**src/rtl/cam_centroid_fuse.sv**
```systemverilog
// Fuses per-camera centroid/proximity results into one selected target, with per-channel
// liveness watchdogs, selectable fusion mode and switching hysteresis.
module cam_centroid_fuse #(
  parameter int unsigned C_NCAM    = 2,
  parameter int unsigned C_NB_SEL  = 1,
  parameter int unsigned C_NB_CENT = 8,
  parameter int unsigned C_NB_PROX = 3,
  parameter int unsigned C_TIMEOUT = 2500000,
  parameter int unsigned C_NB_TOUT = 22,
  parameter int unsigned C_HYST    = 1
) (
  input  logic                          clk,
  input  logic                          rst_n,
  input  logic [C_NCAM-1:0]             cam_valid,
  input  logic [C_NCAM*C_NB_CENT-1:0]   cam_centroid,
  input  logic [C_NCAM*C_NB_PROX-1:0]   cam_proximity,
  input  logic [1:0]                    mode,
  input  logic [C_NB_SEL-1:0]           sel_fixed,
  output logic                          out_valid,
  output logic [C_NB_SEL-1:0]           out_cam,
  output logic [C_NB_CENT-1:0]          out_centroid,
  output logic [C_NB_PROX-1:0]          out_proximity,
  output logic                          no_target,
  output logic [C_NCAM-1:0]             cam_alive
);

  localparam int unsigned NB_CMP = C_NB_PROX + 1;
  localparam logic [C_NB_SEL-1:0]  LAST_IDX  = C_NB_SEL'(C_NCAM - 1);
  localparam logic [C_NB_TOUT-1:0] TOUT_SAT  = C_NB_TOUT'(C_TIMEOUT);
  localparam logic [C_NB_TOUT-1:0] TOUT_LAST = C_NB_TOUT'(C_TIMEOUT - 1);

  typedef enum logic [1:0] {ST_IDLE, ST_SCAN, ST_OUT} state_e;

  state_e                state_q, state_d;
  logic [C_NB_SEL-1:0]   idx_q, idx_d;
  logic                  pending_q, pending_d;

  logic [C_NB_CENT-1:0]  ch_cent_q [C_NCAM];
  logic [C_NB_CENT-1:0]  ch_cent_d [C_NCAM];
  logic [C_NB_PROX-1:0]  ch_prox_q [C_NCAM];
  logic [C_NB_PROX-1:0]  ch_prox_d [C_NCAM];
  logic [C_NB_TOUT-1:0]  wdog_q    [C_NCAM];
  logic [C_NB_TOUT-1:0]  wdog_d    [C_NCAM];
  logic [C_NCAM-1:0]     alive_q, alive_d;
  logic                  event_c;

  // scan accumulators: max-prox candidate, current-camera status, round-robin successor
  logic [C_NB_SEL-1:0]   best_idx_q, best_idx_d, best_idx_n;
  logic [C_NB_PROX-1:0]  best_prox_q, best_prox_d, best_prox_n;
  logic                  best_ok_q, best_ok_d, best_ok_n;
  logic                  any_q, any_d, any_n;
  logic                  cur_ok_q, cur_ok_d, cur_ok_n;
  logic [C_NB_PROX-1:0]  cur_prox_q, cur_prox_d, cur_prox_n;
  logic                  aft_ok_q, aft_ok_d, aft_ok_n;
  logic [C_NB_SEL-1:0]   aft_idx_q, aft_idx_d, aft_idx_n;
  logic [C_NB_SEL-1:0]   first_idx_q, first_idx_d, first_idx_n;

  logic [C_NB_SEL-1:0]   sel_c;
  logic                  hold_c;
  logic                  keep_c;
  logic [C_NB_SEL-1:0]   fixed_c;

  logic                  out_valid_q, out_valid_d;
  logic [C_NB_SEL-1:0]   out_cam_q, out_cam_d;
  logic [C_NB_CENT-1:0]  out_centroid_q, out_centroid_d;
  logic [C_NB_PROX-1:0]  out_proximity_q, out_proximity_d;
  logic                  no_target_q, no_target_d;

  // channel latches and liveness watchdogs
  always_comb begin
    ch_cent_d = ch_cent_q;
    ch_prox_d = ch_prox_q;
    wdog_d    = wdog_q;
    alive_d   = alive_q;
    event_c   = |cam_valid;
    for (int unsigned i = 0; i < C_NCAM; i++) begin
      if (cam_valid[i]) begin
        ch_cent_d[i] = cam_centroid[i*C_NB_CENT +: C_NB_CENT];
        ch_prox_d[i] = cam_proximity[i*C_NB_PROX +: C_NB_PROX];
        alive_d[i]   = 1'b1;
        wdog_d[i]    = '0;
      end else begin
        if (wdog_q[i] != TOUT_SAT) wdog_d[i] = wdog_q[i] + C_NB_TOUT'(1);
        if (wdog_q[i] == TOUT_LAST && alive_q[i]) begin
          alive_d[i] = 1'b0;
          event_c    = 1'b1;
        end
      end
    end
  end

  // fold the channel visited this cycle into the accumulators (restart at idx 0)
  always_comb begin
    if (idx_q == '0) begin
      best_idx_n = '0;  best_prox_n = '0;  best_ok_n = 1'b0;  any_n = 1'b0;
      cur_ok_n   = 1'b0; cur_prox_n = '0;  aft_ok_n  = 1'b0;  aft_idx_n = '0;
      first_idx_n = '0;
    end else begin
      best_idx_n = best_idx_q; best_prox_n = best_prox_q; best_ok_n = best_ok_q;
      any_n      = any_q;      cur_ok_n    = cur_ok_q;    cur_prox_n = cur_prox_q;
      aft_ok_n   = aft_ok_q;   aft_idx_n   = aft_idx_q;   first_idx_n = first_idx_q;
    end
    if (alive_q[idx_q]) begin
      if (!best_ok_n || ch_prox_q[idx_q] > best_prox_n) begin
        best_idx_n  = idx_q;
        best_prox_n = ch_prox_q[idx_q];
        best_ok_n   = 1'b1;
      end
      if (!any_n) first_idx_n = idx_q;
      any_n = 1'b1;
      if (idx_q > out_cam_q && !aft_ok_n) begin
        aft_ok_n  = 1'b1;
        aft_idx_n = idx_q;
      end
    end
    if (idx_q == out_cam_q) begin
      cur_ok_n   = alive_q[idx_q];
      cur_prox_n = ch_prox_q[idx_q];
    end
  end

  // final selection, valid on the last scan cycle
  always_comb begin
    fixed_c = (32'(sel_fixed) >= C_NCAM) ? '0 : sel_fixed;
    keep_c  = cur_ok_n &&
              ({1'b0, best_prox_n} < ({1'b0, cur_prox_n} + NB_CMP'(C_HYST)));
    hold_c  = 1'b0;
    sel_c   = out_cam_q;
    case (mode)
      2'b00: sel_c = fixed_c;
      2'b10: begin
        hold_c = !any_n;
        sel_c  = aft_ok_n ? aft_idx_n : first_idx_n;
      end
      default: begin
        hold_c = !any_n;
        sel_c  = keep_c ? out_cam_q : best_idx_n;
      end
    endcase
    if (hold_c) sel_c = out_cam_q;
  end

  // control FSM: next state and registered outputs
  always_comb begin
    state_d         = state_q;
    idx_d           = idx_q;
    pending_d       = pending_q;
    out_valid_d     = 1'b0;
    out_cam_d       = out_cam_q;
    out_centroid_d  = out_centroid_q;
    out_proximity_d = out_proximity_q;
    no_target_d     = no_target_q;
    best_idx_d  = best_idx_q;  best_prox_d = best_prox_q; best_ok_d = best_ok_q;
    any_d       = any_q;       cur_ok_d    = cur_ok_q;    cur_prox_d = cur_prox_q;
    aft_ok_d    = aft_ok_q;    aft_idx_d   = aft_idx_q;   first_idx_d = first_idx_q;
    case (state_q)
      ST_IDLE: begin
        if (event_c) begin
          state_d   = ST_SCAN;
          idx_d     = '0;
          pending_d = 1'b0;
        end
      end
      ST_SCAN: begin
        best_idx_d  = best_idx_n;  best_prox_d = best_prox_n; best_ok_d = best_ok_n;
        any_d       = any_n;       cur_ok_d    = cur_ok_n;    cur_prox_d = cur_prox_n;
        aft_ok_d    = aft_ok_n;    aft_idx_d   = aft_idx_n;   first_idx_d = first_idx_n;
        if (event_c) pending_d = 1'b1;
        if (idx_q == LAST_IDX) begin
          state_d         = ST_OUT;
          out_valid_d     = 1'b1;
          out_cam_d       = sel_c;
          out_centroid_d  = hold_c ? out_centroid_q : ch_cent_q[sel_c];
          out_proximity_d = any_n ? ch_prox_q[sel_c] : '0;
          no_target_d     = !any_n;
        end else begin
          idx_d = idx_q + C_NB_SEL'(1);
        end
      end
      ST_OUT: begin
        pending_d = 1'b0;
        idx_d     = '0;
        state_d   = (pending_q || event_c) ? ST_SCAN : ST_IDLE;
      end
      default: state_d = ST_IDLE;
    endcase
  end

  always_ff @(posedge clk or negedge rst_n) begin
    if (!rst_n) begin
      state_q         <= ST_IDLE;
      idx_q           <= '0;
      pending_q       <= 1'b0;
      alive_q         <= '0;
      for (int unsigned i = 0; i < C_NCAM; i++) begin
        ch_cent_q[i] <= '0;
        ch_prox_q[i] <= '0;
        wdog_q[i]    <= '0;
      end
      best_idx_q  <= '0; best_prox_q <= '0; best_ok_q <= 1'b0; any_q <= 1'b0;
      cur_ok_q    <= 1'b0; cur_prox_q <= '0; aft_ok_q <= 1'b0; aft_idx_q <= '0;
      first_idx_q <= '0;
      out_valid_q     <= 1'b0;
      out_cam_q       <= '0;
      out_centroid_q  <= '0;
      out_proximity_q <= '0;
      no_target_q     <= 1'b0;
    end else begin
      state_q         <= state_d;
      idx_q           <= idx_d;
      pending_q       <= pending_d;
      alive_q         <= alive_d;
      ch_cent_q       <= ch_cent_d;
      ch_prox_q       <= ch_prox_d;
      wdog_q          <= wdog_d;
      best_idx_q  <= best_idx_d; best_prox_q <= best_prox_d; best_ok_q <= best_ok_d;
      any_q       <= any_d;      cur_ok_q    <= cur_ok_d;    cur_prox_q <= cur_prox_d;
      aft_ok_q    <= aft_ok_d;   aft_idx_q   <= aft_idx_d;   first_idx_q <= first_idx_d;
      out_valid_q     <= out_valid_d;
      out_cam_q       <= out_cam_d;
      out_centroid_q  <= out_centroid_d;
      out_proximity_q <= out_proximity_d;
      no_target_q     <= no_target_d;
    end
  end

  assign out_valid     = out_valid_q;
  assign out_cam       = out_cam_q;
  assign out_centroid  = out_centroid_q;
  assign out_proximity = out_proximity_q;
  assign no_target     = no_target_q;
  assign cam_alive     = alive_q;

endmodule

```
**config.mk**
```make
export PLATFORM = sky130hd
export DESIGN_NAME = cam_centroid_fuse
export DESIGN_NICKNAME = d
export VERILOG_FILES = /design/src/rtl/cam_centroid_fuse.sv
export SDC_FILE = /design/constraint.sdc
export NUM_CORES = 1
export LEC_CHECK = 0
export BUFFER_PORTS_ARGS = -buffer_cell sky130_fd_sc_hd__buf_2
export CORE_MARGIN = 5
export CORE_UTILIZATION = 59
export CTS_CLUSTER_DIAMETER = 80
export DETAILED_ROUTE_END_ITERATION = 6
export HOLD_SLACK_MARGIN = 0.12
export PLACE_DENSITY = 0.79
export SLEW_MARGIN = 30
export SYNTH_ARGS = -nofsm -noshare
export SYNTH_HDL_FRONTEND = slang
export SYNTH_SLANG_ARGS = --single-unit
export TNS_END_PERCENT = 5
```
**constraint.sdc**
```tcl
create_clock -name clk -period 5.4 [get_ports clk]
set_input_delay 1.08 -clock clk [delete_from_list [all_inputs] [get_ports clk]]
set_output_delay 1.08 -clock clk [all_outputs]
set_load 0.02 [all_outputs]
```
== Yosys cells after proc, flatten, opt, wreduce, memory -nomap -nowiden ==
Index checks and enable logic that the tools add are counted.

* Output and inout port bits: 16
* Input port bits: 29
* Flip-flop bits (word level): 99
* Logic and storage cells: 135

* $lt $le $gt $ge: 6
* Muxes and demuxes: 64
* Add/sub/neg operators: 4
* Bitwise operators: 3
* Reductions and logical operators: 22
* Eq/ne operators: 11

{| class="wikitable"
|+ Operator list
! kind !! count
|-
| $mux W22 || 4
|-
| $add A22 B1 Y22 const B || 2
|-
| $eq A22 B22 Y1 const B || 2
|-
| $ne A22 B22 Y1 const B || 2
|-
| $mux W1 || 39
|-
| $mux W3 || 12
|-
| $mux W8 || 3
|-
| $reduce_bool A2 Y1 || 4
|-
| $ne A2 B2 Y1 const B || 3
|-
| $pmux W1 S3 || 2
|-
| $pmux W2 S3 || 1
|-
| $reduce_and A2 Y1 || 3
|-
| $reduce_and A3 Y1 || 2
|-
| $add A3 B1 Y4 const B || 1
|-
| $eq A2 B2 Y1 const B || 2
|-
| $ge A2 B2 Y1 const B || 2
|-
| $logic_and A1 B1 Y1 || 4
|-
| $logic_not A2 Y1 || 2
|-
| $lt A3 B4 Y1 || 1
|-
| $mux W2 || 2
|-
| $not A1 Y2 || 2
|-
| $gt A3 B3 Y1 || 1
|-
| $logic_not A1 Y1 || 3
|-
| $reduce_bool A3 Y1 || 1
|-
| other kinds (9) || 10
|}

== Logic depth before layout (Yosys ltp) ==
Gate-level depths: netlist (run 1).

* Word-level depth: 18
* Depth in mapped cells: 18
* Depth with buffers taken out: 16

== Least setup slack after synthesis (run 1) ==
Ideal clock, no wire load.

* Path kind: reg-to-reg
* Start point: reg out_cam_q (netlist: out_cam)
* End point: reg out_proximity_q[0] (netlist: out_proximity[0])
* Library setup time: 0.126 ns
* Path buffers: 1
* Cell stages (with the launch flop): 16
* Data required time: 5.274 ns
* Arrival: 3.466 ns
* Clock period less this slack: 3.592 ns
* Setup slack: 1.808 ns
* Cell sequence: dfrtp_1 inv_1 ha_1 buf_6 mux2_2 a22oi_1 inv_1 ha_1 xor2_1 ha_1 a21o_1 o31a_1 o31ai_1 o311a_2 nor2_2 a221o_1

* Word-level cells in the longest chain between the ends: 13
* Elaborated cells between the ends (all ways): 21
* Those cells by class: add/sub: 1; order compare: 2; eq/ne: 1; mux: 14; bitwise: 1; reduce/logical: 2

{| class="wikitable"
|+ Ends and longest elaborated chain
! what !! line !! RTL
|-
| start, declared || 64 || <nowiki>logic [C_NB_SEL-1:0] out_cam_q, out_cam_d;</nowiki>
|-
| start signal, assigned || 220 || <nowiki>out_cam_q <= out_cam_d;</nowiki>
|-
| $eq A1 B1 Y1 || 116 || <nowiki>if (idx_q == out_cam_q) begin</nowiki>
|-
| $mux W3 || 116 ||
|-
| net cur_prox_n[0] || 53 || <nowiki>logic [C_NB_PROX-1:0] cur_prox_q, cur_prox_d, cur_prox_n;</nowiki>
|-
| $add A3 B1 Y4 || 126 || <nowiki>({1'b0, best_prox_n} < ({1'b0, cur_prox_n} + NB_CMP'(C_HYST)));</nowiki>
|-
| $lt A3 B4 Y1 || 126 ||
|-
| $logic_and A1 B1 Y1 || 125 || <nowiki>keep_c = cur_ok_n &&</nowiki>
|-
| $mux W1 || 137 || <nowiki>sel_c = keep_c ? out_cam_q : best_idx_n;</nowiki>
|-
| $pmux W1 S2 || 129 || <nowiki>case (mode)</nowiki>
|-
| $mux W1 || 140 || <nowiki>if (hold_c) sel_c = out_cam_q;</nowiki>
|-
| $not A1 Y2 (implied by the code) || 174 || <nowiki>out_proximity_d = any_n ? ch_prox_q[sel_c] : '0;</nowiki>
|-
| $mux W3 (implied by the code) (3 in a row) || 174 ||
|-
| $mux W3 || 174 ||
|-
| end signal, assigned || 222 || <nowiki>out_proximity_q <= out_proximity_d;</nowiki>
|-
| end, declared || 66 || <nowiki>logic [C_NB_PROX-1:0] out_proximity_q, out_proximity_d;</nowiki>
|}

The timed path passes the listed nets, and every way through them passes these cells. The select of a mux whose other input is x is not followed.
A chain may end at the register's enable or synchronous reset.

== Final worst setup path (run 1) ==
* Start point: reg idx_q
* End point: reg out_proximity_q[2] (netlist: out_proximity[2])

* Elaborated cells between the ends (all ways): 50
* Those cells by class: add/sub: 1; order compare: 3; eq/ne: 1; mux: 36; bitwise: 2; reduce/logical: 7

{| class="wikitable"
|+ RTL lines
! what !! line !! RTL
|-
| start, declared || 35 || <nowiki>logic [C_NB_SEL-1:0] idx_q, idx_d;</nowiki>
|-
| start signal, assigned || 210 || <nowiki>idx_q <= idx_d;</nowiki>
|-
| $not A1 Y2 (implied by the code) || 118 || <nowiki>cur_prox_n = ch_prox_q[idx_q];</nowiki>
|-
| $mux W3 (implied by the code) (3 in a row) || 118 ||
|-
| $mux W3 (*) || 116 ||
|-
| net cur_prox_n[0] || 53 ||
|-
| $add A3 B1 Y4 (*) || 126 ||
|-
| $lt A3 B4 Y1 (*) || 126 ||
|-
| $logic_and A1 B1 Y1 (*) || 125 ||
|-
| $mux W1 (*) || 137 ||
|-
| $pmux W1 S2 (*) || 129 ||
|-
| $mux W1 (*) || 140 ||
|-
| $not A1 Y2 (implied by the code) (*) || 174 ||
|-
| $mux W3 (implied by the code) (*) (3 in a row) || 174 ||
|-
| $mux W3 (*) || 174 ||
|}

Mark *: on every way through the listed nets, which the timed path passes. The rest lies on a longest branch. The select of a mux whose other input is x is not followed.

==> metrics.cfg, run 1 <==
[synth]
synth_top_area_frac=0.492
yosys.area.top_type=dfrtp_1
yosys.cell_types.count=58
syn-cell-area_um2=5040
synth_area_leaders=dfrtp_1, mux2_2, nor2_1, xor2_1, nand2_1
yosysWarnings=0
ys_async_sr_fraction=1.00
synth_ff_type=dfrtp_1
avgSynthCellArea_um2=9.86
ys_seq_area_frac=0.492
synth_cells=511
synth_edf_count=0
synth_fp_nets=551
ys_ff_latch=99

[layout]
final_common_cell=dfrtp_1
nFillCells=637
area_growth_pct=9.17
nets=588
layout-drive-gt1-share=0.177
n_antenna_cell=0
layout_common_cells=dfrtp_1, nor2_1, buf_2, nand2_1
multiInputGateArea_um2=2380
register_area_um2=2480

[detailed_routing]
drc=0
drt_iter0_drc=233
drt-total-wl_um=10500
routedWlPerCell_um=15.9
drt-pass1-iter-count=6
postRouteAntennaNets=0
post_drt_via_cell_ratio=5.96
vias=3924

[clock_network]
cts_setup_buffers=0
ctsHoldBuffers=0
cts_buffers=9
clkLatencyLatePin_ns=0.37
cts.sinks=99
cts_tree=yes
clkTransAtPathRegs_ns=0.10
clockBufferDepth=2
h-tree-depth=3
cts-resized-gates=0
cts-root-buf=clkbuf_8

[critical_path]
cp.required_ns=5.66
worst-path-max-fanout=27
cp.arrival_ns=4.53
ff2ff_path_depth=13
rrSetupSlack_ns=1.13
cp-end-kind=flip-flop
reg2reg_from=idx_q
r2r_end=out_proximity[2]
start_kind=flip-flop
path_class=reg2reg

[hold_path]
hold_class=reg2reg
hold_depth=2
min_to=cur_prox_q[2]
worstHoldStart=cur_prox_q[2]

[status]
status=finished clean

[sta]
relSlewSlack=0.482
slew_violations=0
clock.fmax_mhz=234
min_period_ns=4.27
setup_viol_count_final=0
period_share=0.791
rsz0062_at_grt=no
worst-slew-pin-transition_ns=0.775
worst_slack_ns=1.13
hold_violations=0
tns_ns=0
skew_ns=0.0120

[global_routing]
grtUsageTotal=0.218
antenna_found_initial=0
grt_overflow=0
grt_pass1_vias=3878
grt_pass1_wl_um=18100
grt_max_degree=57

[power_and_ir_drop]
power_density_nw_per_um2=484
total_power_mw=2.66
power_leakage_nw=2.41
vdd_ir_drop_max_mv=0.367

[die]
core_region_area_um2=8260
io_pins=45
die_w_um=102
die_area_um2=10500
start_util=0.610
die_y_um=102
rows=33

[place]
io_buffers=44
dpl_worst_slack_ns=1.22
hpwl_um=7460
gp_congestion=0.947

[flow_run]
drv_cap=0

==> worst max-delay path, stage by stage, from the launching register on <==
cell and delay (ns):
dfrtp_1 0.67, ha_1 0.63, mux2_2 0.39, a22oi_1 0.35, inv_1 0.09, ha_1 0.21
xor2_1 0.16, ha_1 0.33, a21o_1 0.19, o31a_1 0.10, o31ai_1 0.32, o311a_2 0.35
nor2_2 0.08, a221o_1 0.30
==> sequential cells by signal (all words and copies together), names as in the netlist <==
signal,count
cam_alive,2
ch_prox_q,6
out_proximity,3
aft_ok_q,1
best_idx_q,1
aft_idx_q,1
best_ok_q,1
idx_q,1
out_centroid,8
best_prox_q,3
no_target,1
state_q,2
cur_ok_q,1
out_cam,1
wdog_q,44
out_valid,1
pending_q,1
ch_cent_q,16
first_idx_q,1
any_q,1
cur_prox_q,3
==> stage by stage <==
stage / area [um^2] / hold slack [ns] / util / std cells
floorplan: 5040 / 0.446 / - / 511
global placement: 5300 / 0.474 / 0.642 / 642
detailed placement: 5300 / 0.480 / 0.642 / 642
CTS: 5500 / 0.501 / 0.666 / 658
global route: 5500 / 0.521 / 0.666 / 658
finish: 5500 / 0.500 / 0.666 / 658
==> kinds of logic (layout without fill, tap and decap cells) <==
group                      Yosys count  in the layout  synth area share
and+or+nand+nor                    204            204             0.198
adders and majority gates           11             11            0.0273
AOI/OAI and AO/OA                   94             94             0.128
DFF                                 99             99             0.492
xor gates and xnor gates            33             33            0.0574
buffers and inverters               42             84            0.0360
muxes                               28             28            0.0618
==> metal layers <==
layer,vias to the layer above,share of wire,global-route usage
met5,-,0,0
met4,0,0.021,0.0838
met3,17,0.058,0.0471
met2,128,0.47,0.343
met1,1911,0.45,0.299
li1,1868,-,-
==> report_power, final <==
group	switching [mW]	internal, mW	total [mW]
sequential	0.106	0.876	0.982
clock	0.272	0.190	0.462
combinational	0.761	0.458	1.22
==> synth_stat cells (2+ instances only) <==
cell and count:
buf_1 4, buf_4 2, nand4_1 9, mux2i_1 3, o31ai_1 2, a22oi_1 3
ha_1 11, xor2_1 24, clkbuf_1 10, o41ai_1 3, a21oi_1 24, nand2b_1 6
dfrtp_1 99, xnor2_1 9, o211ai_1 3, a21o_1 4, or3_1 8, o21ai_0 26
buf_6 2, a31oi_1 10, nor4b_1 7, nand3_1 26, nand2_1 41, mux2_2 25
nor2b_1 7, inv_1 23, and3_1 5, nand3b_1 2, nor4_1 6, a221o_1 4
and2_1 3, nor3_1 7, nor2_1 68
==> worst max-delay path by stage <==
stage	endpoint	depth (start not counted)	slack, ns	from
floorplan	out_proximity[0]	15	1.81	out_cam
global placement	out_proximity[2]	13	1.36	idx_q
detailed placement	out_proximity[1]	13	1.22	idx_q
CTS	out_proximity[0]	13	1.19	idx_q
global route	out_proximity[2]	13	0.85	idx_q
finish	out_proximity[2]	13	1.13	idx_q
==> layout make-up <==
| cell class | instances | area share |
|---|---|---|
| clock inverter | 6 | 0.0100 |
| tap | 105 | 0.0239 |
| sequential | 99 | 0.451 |
| clock buffer | 10 | 0.0250 |
| inverter | 23 | 0.0157 |
| timing repair buffer | 45 | 0.0419 |
| multi-input combinational | 370 | 0.433 |
Power figures use the tool's default switching activity.
==> run 2, diff against run 1 <==
==> constraint.sdc (replaced) <==
create_clock -name clk -period 4.3 [get_ports clk]
set_input_delay 0.86 -clock clk [delete_from_list [all_inputs] [get_ports clk]]
set_output_delay 0.86 -clock clk [all_outputs]
set_load 0.02 [all_outputs]
==> run 2 against run 1 <==
  * Cell area up 0.32%
  * Register-to-register slack got worse by 0.67 ns
  * Critical path depth is the same
  * Clock power grew 18%
  * Sequential power grew 23%
  * Non-clock buffer count rose by 4
  * Global-route usage rose by 0.28 points
  * Wire length increased by 1.3%
  * Utilization is 0.21 points higher
  * Via count decreased by 0.36%
  * Largest cell class unchanged
  * Final cell count grew 0.61%
==> metrics.cfg, run 2 (synthesis results as in run 1) <==
[critical_path]
cp-end-kind=flip-flop
cp.buffers_inverters=1
crit_chain=ha_1, mux2_2, a22oi_1, inv_1, ha_1, xor2_1, ha_1, a21o_1, o31a_1, o31ai_1, o311a_2, nor2_2, a221o_1
crit_top_cell=ha_1
path_class=reg2reg
critical_path.top_delay_family=compound AO/OA/AOI/OAI gates
worst-path-max-fanout=9
critPathMaxStageDelay_ns=0.48
cp.arrival_ns=4.09
cp_slowest_cell=dfrtp_1
cp.required_ns=4.55
start_kind=flip-flop

[sta]
rsz0062_at_grt=no
hold_violations=0
setup_viol_count_final=0
min_period_ns=3.84
worst-slew-pin-transition_ns=0.832
tns_ns=0
slew_violations=0
skew_ns=0.0109
clock.fmax_mhz=261
period_share=0.892
hold_slack_ns=0.491
relSlewSlack=0.444

[detailed_routing]
routedWlPerCell_um=16.0
post_drt_via_cell_ratio=5.91
drt-total-wl_um=10600
drt_iter0_drc=128
met3_length_um=555
routed.top_layer=met4
met2_length_um=5070
drc=0
postRouteAntennaNets=0
vias=3910
drt-pass1-iter-count=4
wirelength_met1_um=4810

[clock_network]
h-tree-depth=3
cts_tree=yes
clkTransAtPathRegs_ns=0.09
cts-resized-gates=0
cts_setup_buffers=0
clkLatencyLatePin_ns=0.36
cts.sinks=99
cts-root-buf=clkbuf_8
cts_buffers=9
clockBufferDepth=2
ctsHoldBuffers=0

[die]
start_util=0.610
die_w_um=102
die_area_um2=10500
core_region_area_um2=8260
rows=33
io_pins=45
die_y_um=102

[layout]
final_common_cell=dfrtp_1
fin_area_um2=5520
n_antenna_cell=0
layout_common_cells=dfrtp_1, nor2_1, buf_2, nand2_1
layout-drive-gt1-share=0.183
layout.cells.non_filler=662
nets=592
regMostFlops=wdog_q
area_growth_pct=9.51
largest_register_ffs=44

[place]
hpwl_um=7770
dpl.cell_count=646
post_dp_cell_area_um2=5330
gp_congestion=0.920
io_buffers=44

[power_and_ir_drop]
swShare=0.424
power_leakage_nw=2.43
power_density_nw_per_um2=606
total_power_mw=3.34
power_frac_comb=0.474
clockPowerShare=0.162
seq_power_share=0.363
p_int_mw=1.93
vdd_ir_drop_max_mv=0.402
switching_power_mw=1.42

[status]
status=finished clean

[global_routing]
grt_max_degree=74
grt_pass1_vias=3800
grtUsageTotal=0.221
grt_pass1_wl_um=18100
grt_overflow=0
antenna_found_initial=0

[hold_path]
hold_class=in2async

[flow_run]
drv_cap=0

==> run 2: power groups by stage <==
stage	combinational, mW	sequential, mW	clock (mW)
2_1_floorplan	1.17	1.28	0
3_3_place_gp	1.54	1.23	0
3_5_place_dp	1.58	1.23	0
4_1_cts	1.58	1.21	0.566
5_1_grt	1.76	1.24	0.607
6_report	1.59	1.21	0.543
==> run 2: final timing paths <==
| path | from | slack, ns | endpoint | cells past startpoint |
|---|---|---|---|---|
| worst min register to register | cur_prox_q[1] | 0.49 | cur_prox_q[1] | 2 |
| worst min-delay path | rst_n | 0.49 | ch_cent_q[9] | 1 |
| worst max register to register | idx_q | 0.46 | out_proximity[2] | 13 |
| min in group clk | cur_prox_q[1] | 0.49 | cur_prox_q[1] | 2 |
| worst max-delay path | idx_q | 0.46 | out_proximity[2] | 13 |
| max in group asynchronous | rst_n | 2.98 | ch_cent_q[7] | 2 |
==> run 2: final cells by class <==
cell class / instances / area (um^2)
fillers: 691 / 2740
repair buffers: 49 / 264
clock buffers: 10 / 138
multi-input cells: 370 / 2380
clock inverters: 6 / 38.8
inverters: 23 / 86.3
flip-flops and latches: 99 / 2480
well taps: 105 / 131
==> run 2: worst reg2reg max path, cell delays in order (launching register included) <==
cell and delay, ns:
dfrtp_1 0.48, ha_1 0.41, mux2_2 0.35, a22oi_1 0.34, inv_1 0.09, ha_1 0.22, xor2_1 0.16, ha_1 0.31
a21o_1 0.20, o31a_1 0.10, o31ai_1 0.33, o311a_2 0.36, nor2_2 0.08, a221o_1 0.31
==> run 2: routing by layer <==
metal,vias up,GRT usage
met5,-,0
met4,0,0.0706
met3,19,0.0532
met2,80,0.352
met1,1932,0.301
li1,1879,-
==> run 2: per-stage QoR <==
step / util / setup slack [ns]
floorplan: - / 0.708
global placement: 0.646 / 0.618
detailed placement: 0.646 / 0.504
CTS: 0.667 / 0.487
global route: 0.668 / 0.267
finish: 0.668 / 0.464
